--- src/rtl/frame_loader.sv ---
// frame_loader: write side of the 8-bit grayscale frame buffer scanned out by
// pixel_Gen. A raster-ordered byte stream arrives over a valid/ready handshake
// and each byte is written to base(selectImage) + y*IMG_W + x.
//
// Ports:
//   clk, reset             rising-edge clock, synchronous active-high reset
//   start                  begin loading a frame (honoured only when idle)
//   abort                  cancel the current load (honoured only while running)
//   selectImage[1:0]       frame slot 0..3, latched at start
//   in_valid, in_data[7:0] pixel stream, top-left first
//   in_ready               loader accepts a pixel this cycle
//   wr_en, wr_addr, wr_data  frame buffer write port, one cycle after transfer
//   busy                   high while a frame is loading (RUN and DONE)
//   frame_done             one-cycle pulse alongside the last pixel write
module frame_loader #(
  parameter int IMG_W  = 450,
  parameter int IMG_H  = 450,
  parameter int ADDR_W = 32
) (
  input  logic              clk,
  input  logic              reset,
  input  logic              start,
  input  logic              abort,
  input  logic [1:0]        selectImage,
  input  logic              in_valid,
  input  logic [7:0]        in_data,
  output logic              in_ready,
  output logic              wr_en,
  output logic [ADDR_W-1:0] wr_addr,
  output logic [7:0]        wr_data,
  output logic              busy,
  output logic              frame_done
);

  localparam int FRAME = IMG_W * IMG_H;
  localparam int XW    = (IMG_W > 1) ? $clog2(IMG_W) : 1;
  localparam int YW    = (IMG_H > 1) ? $clog2(IMG_H) : 1;

  localparam logic [1:0] S_IDLE = 2'd0;
  localparam logic [1:0] S_RUN  = 2'd1;
  localparam logic [1:0] S_DONE = 2'd2;

  // Slot bases are elaboration-time constants, so no multiplier is built.
  function automatic logic [ADDR_W-1:0] slot_base(input logic [1:0] sel);
    logic [ADDR_W-1:0] b;
    case (sel)
      2'd0:    b = '0;
      2'd1:    b = ADDR_W'(FRAME);
      2'd2:    b = ADDR_W'(2 * FRAME);
      default: b = ADDR_W'(3 * FRAME);
    endcase
    return b;
  endfunction

  logic [1:0]        state_q, state_d;
  logic [ADDR_W-1:0] addr_q, addr_d;
  logic [XW-1:0]     x_q, x_d;
  logic [YW-1:0]     y_q, y_d;
  logic              wr_en_q, wr_en_d;
  logic [ADDR_W-1:0] wr_addr_q, wr_addr_d;
  logic [7:0]        wr_data_q, wr_data_d;

  always_comb begin
    state_d   = state_q;
    addr_d    = addr_q;
    x_d       = x_q;
    y_d       = y_q;
    wr_en_d   = 1'b0;
    wr_addr_d = wr_addr_q;
    wr_data_d = wr_data_q;
    case (state_q)
      S_IDLE: begin
        if (start) begin
          addr_d  = slot_base(selectImage);
          x_d     = '0;
          y_d     = '0;
          state_d = S_RUN;
        end
      end
      S_RUN: begin
        // abort takes priority: a byte offered in the abort cycle is dropped.
        if (abort) begin
          state_d = S_IDLE;
        end else if (in_valid) begin
          wr_en_d   = 1'b1;
          wr_addr_d = addr_q;
          wr_data_d = in_data;
          addr_d    = addr_q + 1'b1;
          if (x_q == XW'(IMG_W - 1)) begin
            x_d = '0;
            if (y_q == YW'(IMG_H - 1)) begin
              y_d     = '0;
              state_d = S_DONE;
            end else begin
              y_d = y_q + 1'b1;
            end
          end else begin
            x_d = x_q + 1'b1;
          end
        end
      end
      S_DONE:  state_d = S_IDLE;
      default: state_d = S_IDLE;
    endcase
  end

  always_ff @(posedge clk) begin
    if (reset) begin
      state_q   <= S_IDLE;
      addr_q    <= '0;
      x_q       <= '0;
      y_q       <= '0;
      wr_en_q   <= 1'b0;
      wr_addr_q <= '0;
      wr_data_q <= '0;
    end else begin
      state_q   <= state_d;
      addr_q    <= addr_d;
      x_q       <= x_d;
      y_q       <= y_d;
      wr_en_q   <= wr_en_d;
      wr_addr_q <= wr_addr_d;
      wr_data_q <= wr_data_d;
    end
  end

  assign in_ready   = (state_q == S_RUN) & ~abort;
  assign wr_en      = wr_en_q;
  assign wr_addr    = wr_addr_q;
  assign wr_data    = wr_data_q;
  assign busy       = (state_q != S_IDLE);
  // The DONE cycle coincides with the registered write of the last pixel.
  assign frame_done = (state_q == S_DONE);

endmodule

--- config.mk ---
export PLATFORM = sky130hd
export DESIGN_NAME = frame_loader
export DESIGN_NICKNAME = d
export VERILOG_FILES = /design/src/rtl/frame_loader.sv
export SDC_FILE = /design/constraint.sdc
export NUM_CORES = 1
export LEC_CHECK = 0
export BUFFER_PORTS_ARGS = -buffer_cell sky130_fd_sc_hd__buf_2
export CAP_MARGIN = 0
export CORE_ASPECT_RATIO = 1.25
export CORE_MARGIN = 10
export CORE_UTILIZATION = 48
export CTS_CLUSTER_DIAMETER = 200
export DETAILED_ROUTE_END_ITERATION = 16
export GPL_TIMING_DRIVEN = 0
export HOLD_SLACK_MARGIN = 0.05
export PLACE_DENSITY = 0.66
export SKIP_CTS_REPAIR_TIMING = 1
export SYNTH_ARGS = -nofsm -noshare
export SYNTH_HDL_FRONTEND = slang
export SYNTH_SLANG_ARGS = --single-unit
--- constraint.sdc ---
create_clock -name clk -period 2.5 [get_ports clk]
set_input_delay 0.75 -clock clk [delete_from_list [all_inputs] [get_ports clk]]
set_output_delay 0.75 -clock clk [all_outputs]
set_load 0.1 [all_outputs]
=== After elaboration in Yosys (flattened, before gate mapping) ===
Cells that the tools add are included.

* Register bits: 93
* Output and inout bits: 44
* Logic and storage cells: 57

* Bitwise logic cells: 3
* Eq/ne operators: 13
* Reduce and logical (&&, ||, !) cells: 9
* Mux-type cells: 22
* $add $sub $neg: 3

{| class="wikitable"
|+ Operators with widths
! kind !! count
|-
| two-way mux 32 bit || 3
|-
| two-way mux 9 bit || 8
|-
| case mux 32 bit (2 select lines) || 1
|-
| case mux 20 bit (3 select lines) || 1
|-
| case mux 9 bit (2 select lines) || 2
|-
| adder 32 x 1 -> 32 bit (second input constant) || 1
|-
| adder 9 x 1 -> 9 bit (second input constant) || 2
|-
| == test 9 bit (second input constant) || 2
|-
| two-way mux 2 bit || 5
|-
| inequality test 3 bit (second input constant) || 3
|-
| inequality test 2 bit (second input constant) || 4
|-
| AND reduction 4 bit || 2
|-
| AND reduction 5 bit || 1
|-
| == test 2 x 1 -> 1 bit (second input constant) || 2
|-
| == test 2 bit (second input constant) || 2
|-
| zero test 2 bit || 2
|-
| case mux 2 bit (2 select lines) || 1
|-
| nonzero test 2 bit || 2
|-
| AND reduction 3 bit || 1
|-
| OR reduction 3 bit || 1
|-
| NOT 1 bit || 2
|-
| AND 1 bit || 1
|-
| two-way mux 1 bit || 1
|}

=== Depth between registers and ports, before layout ===
Gate-level depths: netlist of the first run.

* Depth after elaboration: 6
* Gate-level depth with buffers: 8

=== Worst setup path before layout of the first run ===
Ideal clock, no wire load.

* Path type: register to output
* Start point: reg state_q[1]
* End point: out in_ready
* Data required time: 1.750 ns
* Data arrival time: 2.061 ns
* Stages on the path, launching flop included: 5
* Path slack: -0.311 ns
* Path buffers: 2
* Cells stage by stage: dfxtp_1 > buf_6 > nand2b_1 > clkbuf_1 > nor2_1

* Cells in the longest elaborated chain, start to end: 2

{| class="wikitable"
|+ Ends and longest elaborated chain
! item !! RTL line !! text
|-
| from (decl) || 55 || <nowiki>logic [1:0] state_q, state_d;</nowiki>
|-
| from (signal assigned) || 117 || <nowiki>state_q <= state_d;</nowiki>
|-
| == test 2 x 1 -> 1 bit || 127 || <nowiki>assign in_ready = (state_q == S_RUN) & ~abort;</nowiki>
|-
| AND 1 bit || 127 ||
|-
| to (decl) || 27 || <nowiki>output logic in_ready,</nowiki>
|}

Every way passes these cells.

=== Final worst setup path of the first run ===
Ends and elaborated chain as after synthesis.

==> flow_summary.yaml, run 1 <==
run_status:
  status: "complete, but fails checks"
  violations: "negative setup slack"
floorplanning:
  initial_core_util_pct: 48.8
  dieArea_um2: 13400
  io_pins: 59
  die_h_um: 127
  core-area_um2: 9030
  fp.dieW_um: 106
  core.rowCount: 39
power_and_ir_drop:
  ir_drop_uv: 358
  p_comb_share_pct: 9.6
  clkPwrFrac_pct: 42.1
  powerDensity_nw_per_um2: 617
  swShare_pct: 25.7
  p_switching_mw: 0.815
  internal-power_mw: 2.35
  sequentialPowerShare_pct: 48.3
  p_leak_nw: 1.77
  total_power_mw: 3.17
clocking:
  root_buffer: "clkbuf_16"
  tritoncts: "built"
  cts.sinks: 93
  ctsHtreeMaxLevel: 3
  clk_latency_ps: 340
  cts_buffers: 9
  clkTransAtPathRegs_ps: 60
  cts.path.max_buffers: 2
sta:
  period_share_pct: 103
  max_clock_freq_mhz: 388
  maxSlewHeadroom_pct: 56.2
  setup_viol: 1
  post-route-min-period_ps: 2570
  hold_violations: 0
  tightest_slew_ps: 657
  finalMaxSlewViolations: 0
  clock_skew_ps: 4.40
  setup_ws_ps: -74.8
  grt_setup_unrepaired: "yes"
setup_path:
  criticalPathCategory: "register to output pin"
  arrival_ps: 1820
  start_kind: "register"
  crit_required_ps: 1750
  critPathMaxFanout: 10
  endpoint_kind: "output pin"
synthesis:
  synth_top_cells_by_count: "nand2_1, dfxtp_1, a21oi_1"
  netlist_area_um2: 4400
  ys_ff_latch: 93
  synth_warnings: 0
  synth_top_area_share_pct: 42.3
  yosys.area.top_type: "dfxtp_1"
  synth_ff_type: "dfxtp_1"
  synthTopCellsByArea: "dfxtp_1, a21oi_1, nand2_1, or4_1, o31ai_1"
  ys_seq_area_share_pct: 42.3
  synth_edf_count: 0
  yosysMostFrequentCell: "nand2_1"
  async_flop_share_pct: 0
  synthCells: 542
  synth.distinct_cells: 57
  synth_nets: 566
  synth.avg_cell_area_um2: 8.12
routing:
  drtAntennaViolNets: 0
  drtIter0Drc: 385
  wirelength_um: 12700
  route.detailed.drc: 0
  vias: 4316
  wire_per_inst_um: 17.2
  routed_via_density: 5.86
  dr.pass1.iters: 6
global_route:
  grt_max_degree: 15
  use_met3_pct: 3.87
  grt-busiest-layer: "met2"
  track_usage_pct: 18.4
  grt.overflow.total: 0
  grt_pass1_wl_um: 20700
  antenna_found_initial: 0
  grt_pass1_vias: 4160
  grtUsageMet2_pct: 31.3
  globalRouteMet1Util_pct: 22.4
final_layout:
  nNetsFinal: 634
  num_antenna_cells: 0
  layout-drive-gt1-share_pct: 14.8
  finalCoreUtilization_pct: 56.9
  area_growth_pct: 16.7
placement:
  hpwl_um: 9230
  place_ws_ps: -296
  port_buffers: 57
  gp_congestion: 0.924
job:
  cap_violations: 0
hold_path:
  hold_class: "register to register"
-- cell usage in the layout, fill, tap and decap left out, types with 3 or more instances in the layout --
cell type / n
clkbuf_16: 9
and4_1: 7
and3_1: 4
ha_1: 9
buf_2: 62
o21ai_0: 11
or4_1: 23
and2_1: 3
a21oi_1: 76
a2111oi_0: 3
nand2_1: 98
inv_1: 10
o21a_1: 3
nand4_1: 15
clkbuf_2: 4
a211oi_1: 11
dfxtp_1: 93
nor4_1: 3
xnor2_1: 10
nand2b_1: 6
nor2_1: 26
clkbuf_1: 32
nor3_1: 6
o31ai_1: 20
or3_1: 6
nand3_1: 14
-- power by group through the flow --
stage	registers, mW	logic (mW)	clock network (mW)
6_report	1.53	0.304	1.33
3_3_place_gp	1.56	0.296	0
2_1_floorplan	1.59	0.177	0
4_1_cts	1.53	0.298	1.35
3_5_place_dp	1.56	0.297	0
5_1_grt	1.53	0.328	1.40
-- layout make-up --
cell class,instances,area [µm²]
well taps,123,154
fillers,870,3890
clock buffers,11,233
plain buffers,42,185
inverters,10,37.5
flip-flops and latches,93,1860
clock inverters,4,50.0
multi-input cells,397,2330
repair buffers,57,288
-- worst paths after layout --
check	start	to	slack, ps	cells past startpoint
worst max register to register	addr_q[0]	addr_q[20]	190	6
worst min register to register	wr_addr[2]	wr_addr[2]	450	2
worst min-delay path	wr_addr[2]	wr_addr[2]	450	2
worst max-delay path	state_q[1]	in_ready	-70	5
-- sequential cells by signal (all words and copies together), names as in the netlist --
| register | count |
|---|---|
| x_q | 9 |
| y_q | 9 |
| wr_addr | 32 |
| wr_data | 8 |
| state_q | 2 |
| wr_en | 1 |
| addr_q | 32 |
-- critical path, stage by stage, from the launching register on --
cell and delay, ps:
dfxtp_1 340, buf_6 140, nand2b_1 240, clkbuf_1 420, nor2_2 50, clkbuf_4 290
-- metal layers --
| layer | up-vias | part of all wire (%) |
|---|---|---|
| li1 | 2115 | - |
| met1 | 2041 | 44 |
| met2 | 138 | 49 |
| met3 | 22 | 5.9 |
| met4 | 0 | 2.0 |
| met5 | - | 0 |
-- stage by stage --
step	area [µm²]	TNS, ps	hold slack [ps]	std cells
after detailed placement	4850	-15330	444	722
after floorplan	4410	0	440	542
final	5140	-74.8	451	737
after global placement	4850	-13570	439	722
after CTS	5130	-187	453	737
after global routing	5140	-149	467	737
-- cell families after synthesis --
kind of cell    Yosys count  synth area share [%]
simple gates            225                  26.2
fa+ha+maj                 9                  2.56
compound gates          152                  21.8
flops                    93                  42.3
xor+xnor                 11                  2.19
buf+inv                  52                  4.97
No activity file was read; power rests on OpenSTA's default activity.
==> run 2, diff against run 1 <==
==> constraint.sdc (replaced) <==
create_clock -name clk -period 2.5 [get_ports clk]
set_input_delay 0.375 -clock clk [delete_from_list [all_inputs] [get_ports clk]]
set_output_delay 0.375 -clock clk [all_outputs]
set_load 0.1 [all_outputs]
==> flow_summary.yaml, run 2 (synthesized netlist as in run 1, its figures left out) <==
floorplanning:
  initial_core_util_pct: 48.8
  core.rowCount: 39
  io_pins: 59
  fp.dieW_um: 106
  die_h_um: 127
  core-area_um2: 9030
  dieArea_um2: 13400
clocking:
  cts_buffers: 9
  ctsHtreeMaxLevel: 3
  clkTransAtPathRegs_ps: 60
  cts.path.max_buffers: 2
  clk_latency_ps: 350
  tritoncts: "built"
  root_buffer: "clkbuf_16"
  cts.sinks: 93
routing:
  vias: 4337
  drtIter0Drc: 330
  route.detailed.drc: 0
  wire_per_inst_um: 16.9
  routed_via_density: 5.88
  dr.pass1.iters: 5
  drtAntennaViolNets: 0
  wirelength_um: 12400
sta:
  post-route-min-period_ps: 2340
  hold_violations: 0
  fin_tns_setup_ps: 0
  tightest_slew_ps: 691
  grt_setup_unrepaired: "no"
  clock_skew_ps: 6.47
  period_share_pct: 93.8
  max_clock_freq_mhz: 427
  finalMaxSlewViolations: 0
  setup_viol: 0
  maxSlewHeadroom_pct: 53.9
  setup_ws_ps: 155
hold_path:
  min_path_cells: 3
  hold_class: "primary input to register"
placement:
  gp_congestion: 0.914
  hpwl_um: 9050
  place_ws_ps: 44.4
  port_buffers: 57
setup_path:
  path_depth: 6
  cp.buffers_inverters: 1
  critPathMaxStageDelay_ps: 520
  ff2ff_setup_slack_ps: 160
  crit_chain: "ha_1, and4_1, o2111ai_1, buf_2, or4_1, a21oi_1"
  cp_slowest_cell: "dfxtp_1"
  criticalPathCategory: "register to register"
  reg2reg_depth: 6
  crit_family: "simple AND/OR/NAND/NOR gates"
  start_kind: "register"
  arrival_ps: 2620
  critPathMaxFanout: 10
  endpoint_kind: "register"
  crit_required_ps: 2780
global_route:
  grt.overflow.total: 0
  grt_pass1_wl_um: 20100
  grt_pass1_vias: 4022
  antenna_found_initial: 0
  grt_max_degree: 14
  track_usage_pct: 18.0
final_layout:
  layout-drive-gt1-share_pct: 13.8
  area_growth_pct: 15.9
  finalCoreUtilization_pct: 56.5
  num_antenna_cells: 0
  mostFrequentLayoutCells: "nand2_1, dfxtp_1, a21oi_1, buf_2, clkbuf_1"
  mostFrequentLayoutCell: "nand2_1"
  nNetsFinal: 634
power_and_ir_drop:
  powerDensity_nw_per_um2: 598
  ir_drop_uv: 340
  p_leak_nw: 1.76
job:
  cap_violations: 0
run_status:
  status: "complete, no violations"
## run 2: changes by cell type in the layout (fill, tap and decap cells not counted), sizes merged
cell      change
clkinv        +1
buf           +1
bufinv        -1
clkinvlp      -2
clkbuf        +2
## run 2: cell type report
| type | instances | area [µm²] |
|---|---|---|
| tap | 123 | 154 |
| timing repair buffer | 57 | 285 |
| multi-input combinational | 397 | 2320 |
| clock inverter | 2 | 10.0 |
| fill | 892 | 3930 |
| buffer | 42 | 183 |
| sequential | 93 | 1860 |
| inverter | 10 | 37.5 |
| clock buffer | 14 | 244 |
## run 2: worst paths after layout
| path | startpoint | end |
|---|---|---|
| max | addr_q[0] | addr_q[20] |
| min | in_data[4] | wr_data[4] |
| max reg2reg | addr_q[0] | addr_q[20] |
| min reg2reg | wr_data[1] | wr_data[1] |
## run 2: through the flow
stage | hold WS (ps) | instances | total power [mW] | cell area [µm²]
3_3_place_gp | 439 | 722 | 1.86 | 4840
3_5_place_dp | 445 | 722 | 1.86 | 4840
2_1_floorplan | 440 | 542 | 1.76 | 4400
4_1_cts | 264 | 738 | 3.07 | 5090
6_report | 268 | 738 | 3.05 | 5100
5_1_grt | 279 | 738 | 3.15 | 5100
## run 2: worst min-delay path, cell delays in order
cell and delay [ps]:
buf_2 90, nand2_1 40, a21oi_1 50
## run 2: where the power goes
group | switching, mW | internal [mW]
Sequential | 0.0261 | 1.50
Combinational | 0.220 | 0.0805
Clock | 0.547 | 0.673
## run 2: metal layers
metal | wire (µm) | share of wire, % | GRT usage, %
met5 | 0 | 0 | 0
met4 | 230 | 1.8 | 7.98
met3 | 679 | 5.5 | 3.57
met2 | 6110 | 49 | 30.2
met1 | 5430 | 44 | 21.9
==> run 3, diff against run 2 <==
ABC_AREA = 1   (was default)
clock period = 3 ns   (was 2.5 ns; I/O delays follow)
==> flow_summary.yaml, run 3 <==
routing:
  drtIter0Drc: 230
  vias: 4409
  route.detailed.drc: 0
  wirelength_um: 12400
  drtAntennaViolNets: 0
  dr.pass1.iters: 5
  routed_via_density: 5.21
  wire_per_inst_um: 14.6
final_layout:
  fin_area_um2: 5210
  area_growth_pct: 17.0
  layout-drive-gt1-share_pct: 14.0
  nFillCells: 914
  instances_no_fill: 847
  mostFrequentLayoutCells: "nor2_1, nand2_1, dfxtp_1, buf_2"
  nNetsFinal: 743
  finalCoreUtilization_pct: 57.1
  num_antenna_cells: 0
sta:
  setup_ws_ps: 977
  finalMaxSlewViolations: 0
  setup_viol: 0
  post-route-min-period_ps: 2020
  grt_setup_unrepaired: "no"
  max_clock_freq_mhz: 494
  clock_skew_ps: 7.71
  maxSlewHeadroom_pct: 55.1
  fin_tns_setup_ps: 0
  fin_hold_ws_ps: 359
  period_share_pct: 67.4
  hold_violations: 0
  tightest_slew_ps: 670
global_route:
  track_usage_pct: 18.3
  antenna_found_initial: 0
  grt_pass1_vias: 4237
  grt-busiest-layer: "met2"
  use_met3_pct: 3.52
  grt_pass1_wl_um: 20300
  grt_max_degree: 16
  grt.overflow.total: 0
  grtUsageMet2_pct: 33.8
  globalRouteMet1Util_pct: 20.0
placement:
  place_inst: 831
  placed_area_um2: 4890
  gp_congestion: 0.998
  place_ws_ps: 1070
  hpwl_um: 9420
  port_buffers: 57
setup_path:
  start_kind: "register"
  ff2ff_setup_slack_ps: 1200
  criticalPathCategory: "register to output pin"
  cp.buffers_inverters: 3
  r2r_start: "addr_q[1]"
  arrival_ps: 1570
  reg2reg_to: "addr_q[10]"
  critPathMaxStageDelay_ps: 440
  critPathMaxFanout: 9
  cp_slowest_cell: "buf_2"
  endpoint_kind: "output pin"
  crit_required_ps: 2550
  reg2reg_depth: 8
  crit_chain: "inv_2, nor2_8, inv_2, nor2_4, buf_2"
  crit_family: "buffers and inverters"
  crit_top_cell: "inv_2"
clocking:
  root_buffer: "clkbuf_16"
  cts_buffers: 9
  clkTransAtPathRegs_ps: 70
  cts.path.max_buffers: 2
  tritoncts: "built"
  clk_latency_ps: 340
  cts.sinks: 93
  ctsHtreeMaxLevel: 3
floorplanning:
  io_pins: 59
  initial_core_util_pct: 48.8
  dieArea_um2: 13600
  fp.dieW_um: 106
  die_h_um: 128
  core.rowCount: 39
  core-area_um2: 9130
synthesis:
  synth_ff_type: "dfxtp_1"
  synthTopCellsByArea: "dfxtp_1, nand2_1, nor2_1, o21ai_0, a21oi_1"
  synthCells: 651
  synth.avg_cell_area_um2: 6.84
  synth_nets: 675
  synth_warnings: 0
  async_flop_share_pct: 0
  synth_top_area_share_pct: 41.8
  synth.distinct_cells: 35
  ys_seq_area_share_pct: 41.8
  synth_edf_count: 0
  synth_top_cells_by_count: "nand2_1, nor2_1, dfxtp_1"
  ys_ff_latch: 93
  yosys.area.top_type: "dfxtp_1"
  netlist_area_um2: 4460
hold_path:
  hold_start: "in_data[1]"
  min_to: "wr_data[1]"
  min_path_cells: 3
  hold_class: "primary input to register"
power_and_ir_drop:
  total_power_mw: 3.08
  powerDensity_nw_per_um2: 590
  p_leak_nw: 2.21
  ir_drop_uv: 256
run_status:
  status: "complete, no violations"
job:
  cap_violations: 0
## run 3: worst register-to-register path, cell delays in order, from the launching register on
cell	delay [ps]
dfxtp_1	400
ha_1	210
nand2_1	140
nor2_1	150
nand2_1	150
o21ai_0	360
nand2_1	80
o21ai_0	150
nor2_1	50
## run 3: worst max path at each step
stage	start	end	depth (start not counted)	slack (ps)
2_1_floorplan	state_q[1]	frame_done	2	790
3_3_place_gp	reset	addr_q[23]	7	1070
3_5_place_dp	reset	addr_q[23]	7	1070
4_1_cts	state_q[0]	in_ready	5	970
5_1_grt	state_q[0]	in_ready	5	870
6_report	state_q[0]	in_ready	5	980
## run 3: area by class of cell
| cell class | count | area (µm²) | share of cell area, % |
|---|---|---|---|
| buffer | 24 | 139 | 2.66 |
| clock buffer | 11 | 233 | 4.46 |
| clock inverter | 5 | 85.1 | 1.63 |
| inverter | 69 | 259 | 4.97 |
| multi-input combinational | 465 | 2200 | 42.1 |
| sequential | 93 | 1860 | 35.7 |
| tap | 123 | 154 | 2.95 |
| timing repair buffer | 57 | 285 | 5.47 |
## run 3: cells by family (layout without fill, tap and decap cells)
| kind of cell | after synthesis | count (layout) | share of synthesized area, % |
|---|---|---|---|
| and+or+nand+nor | 312 | 312 | 29.4 |
| AOI/OAI and AO/OA | 137 | 137 | 16.0 |
| DFF | 93 | 93 | 41.8 |
| buffers and inverters | 93 | 166 | 8.93 |
| adders and majority gates | 9 | 9 | 2.53 |
| xor gates and xnor gates | 6 | 6 | 1.18 |
| muxes | 1 | 1 | 0.225 |
## run 3: per-layer routing
metal	part of all wire (%)	wire length, µm
met5	0	0
met4	2.4	301
met3	4.6	565
met2	53	6560
met1	40	4930
## run 3: power breakdown
part	leakage [nW]	internal, mW	switching [mW]
combinational	1.30	0.113	0.412
clock	0.150	0.734	0.476
sequential	0.756	1.29	0.0515
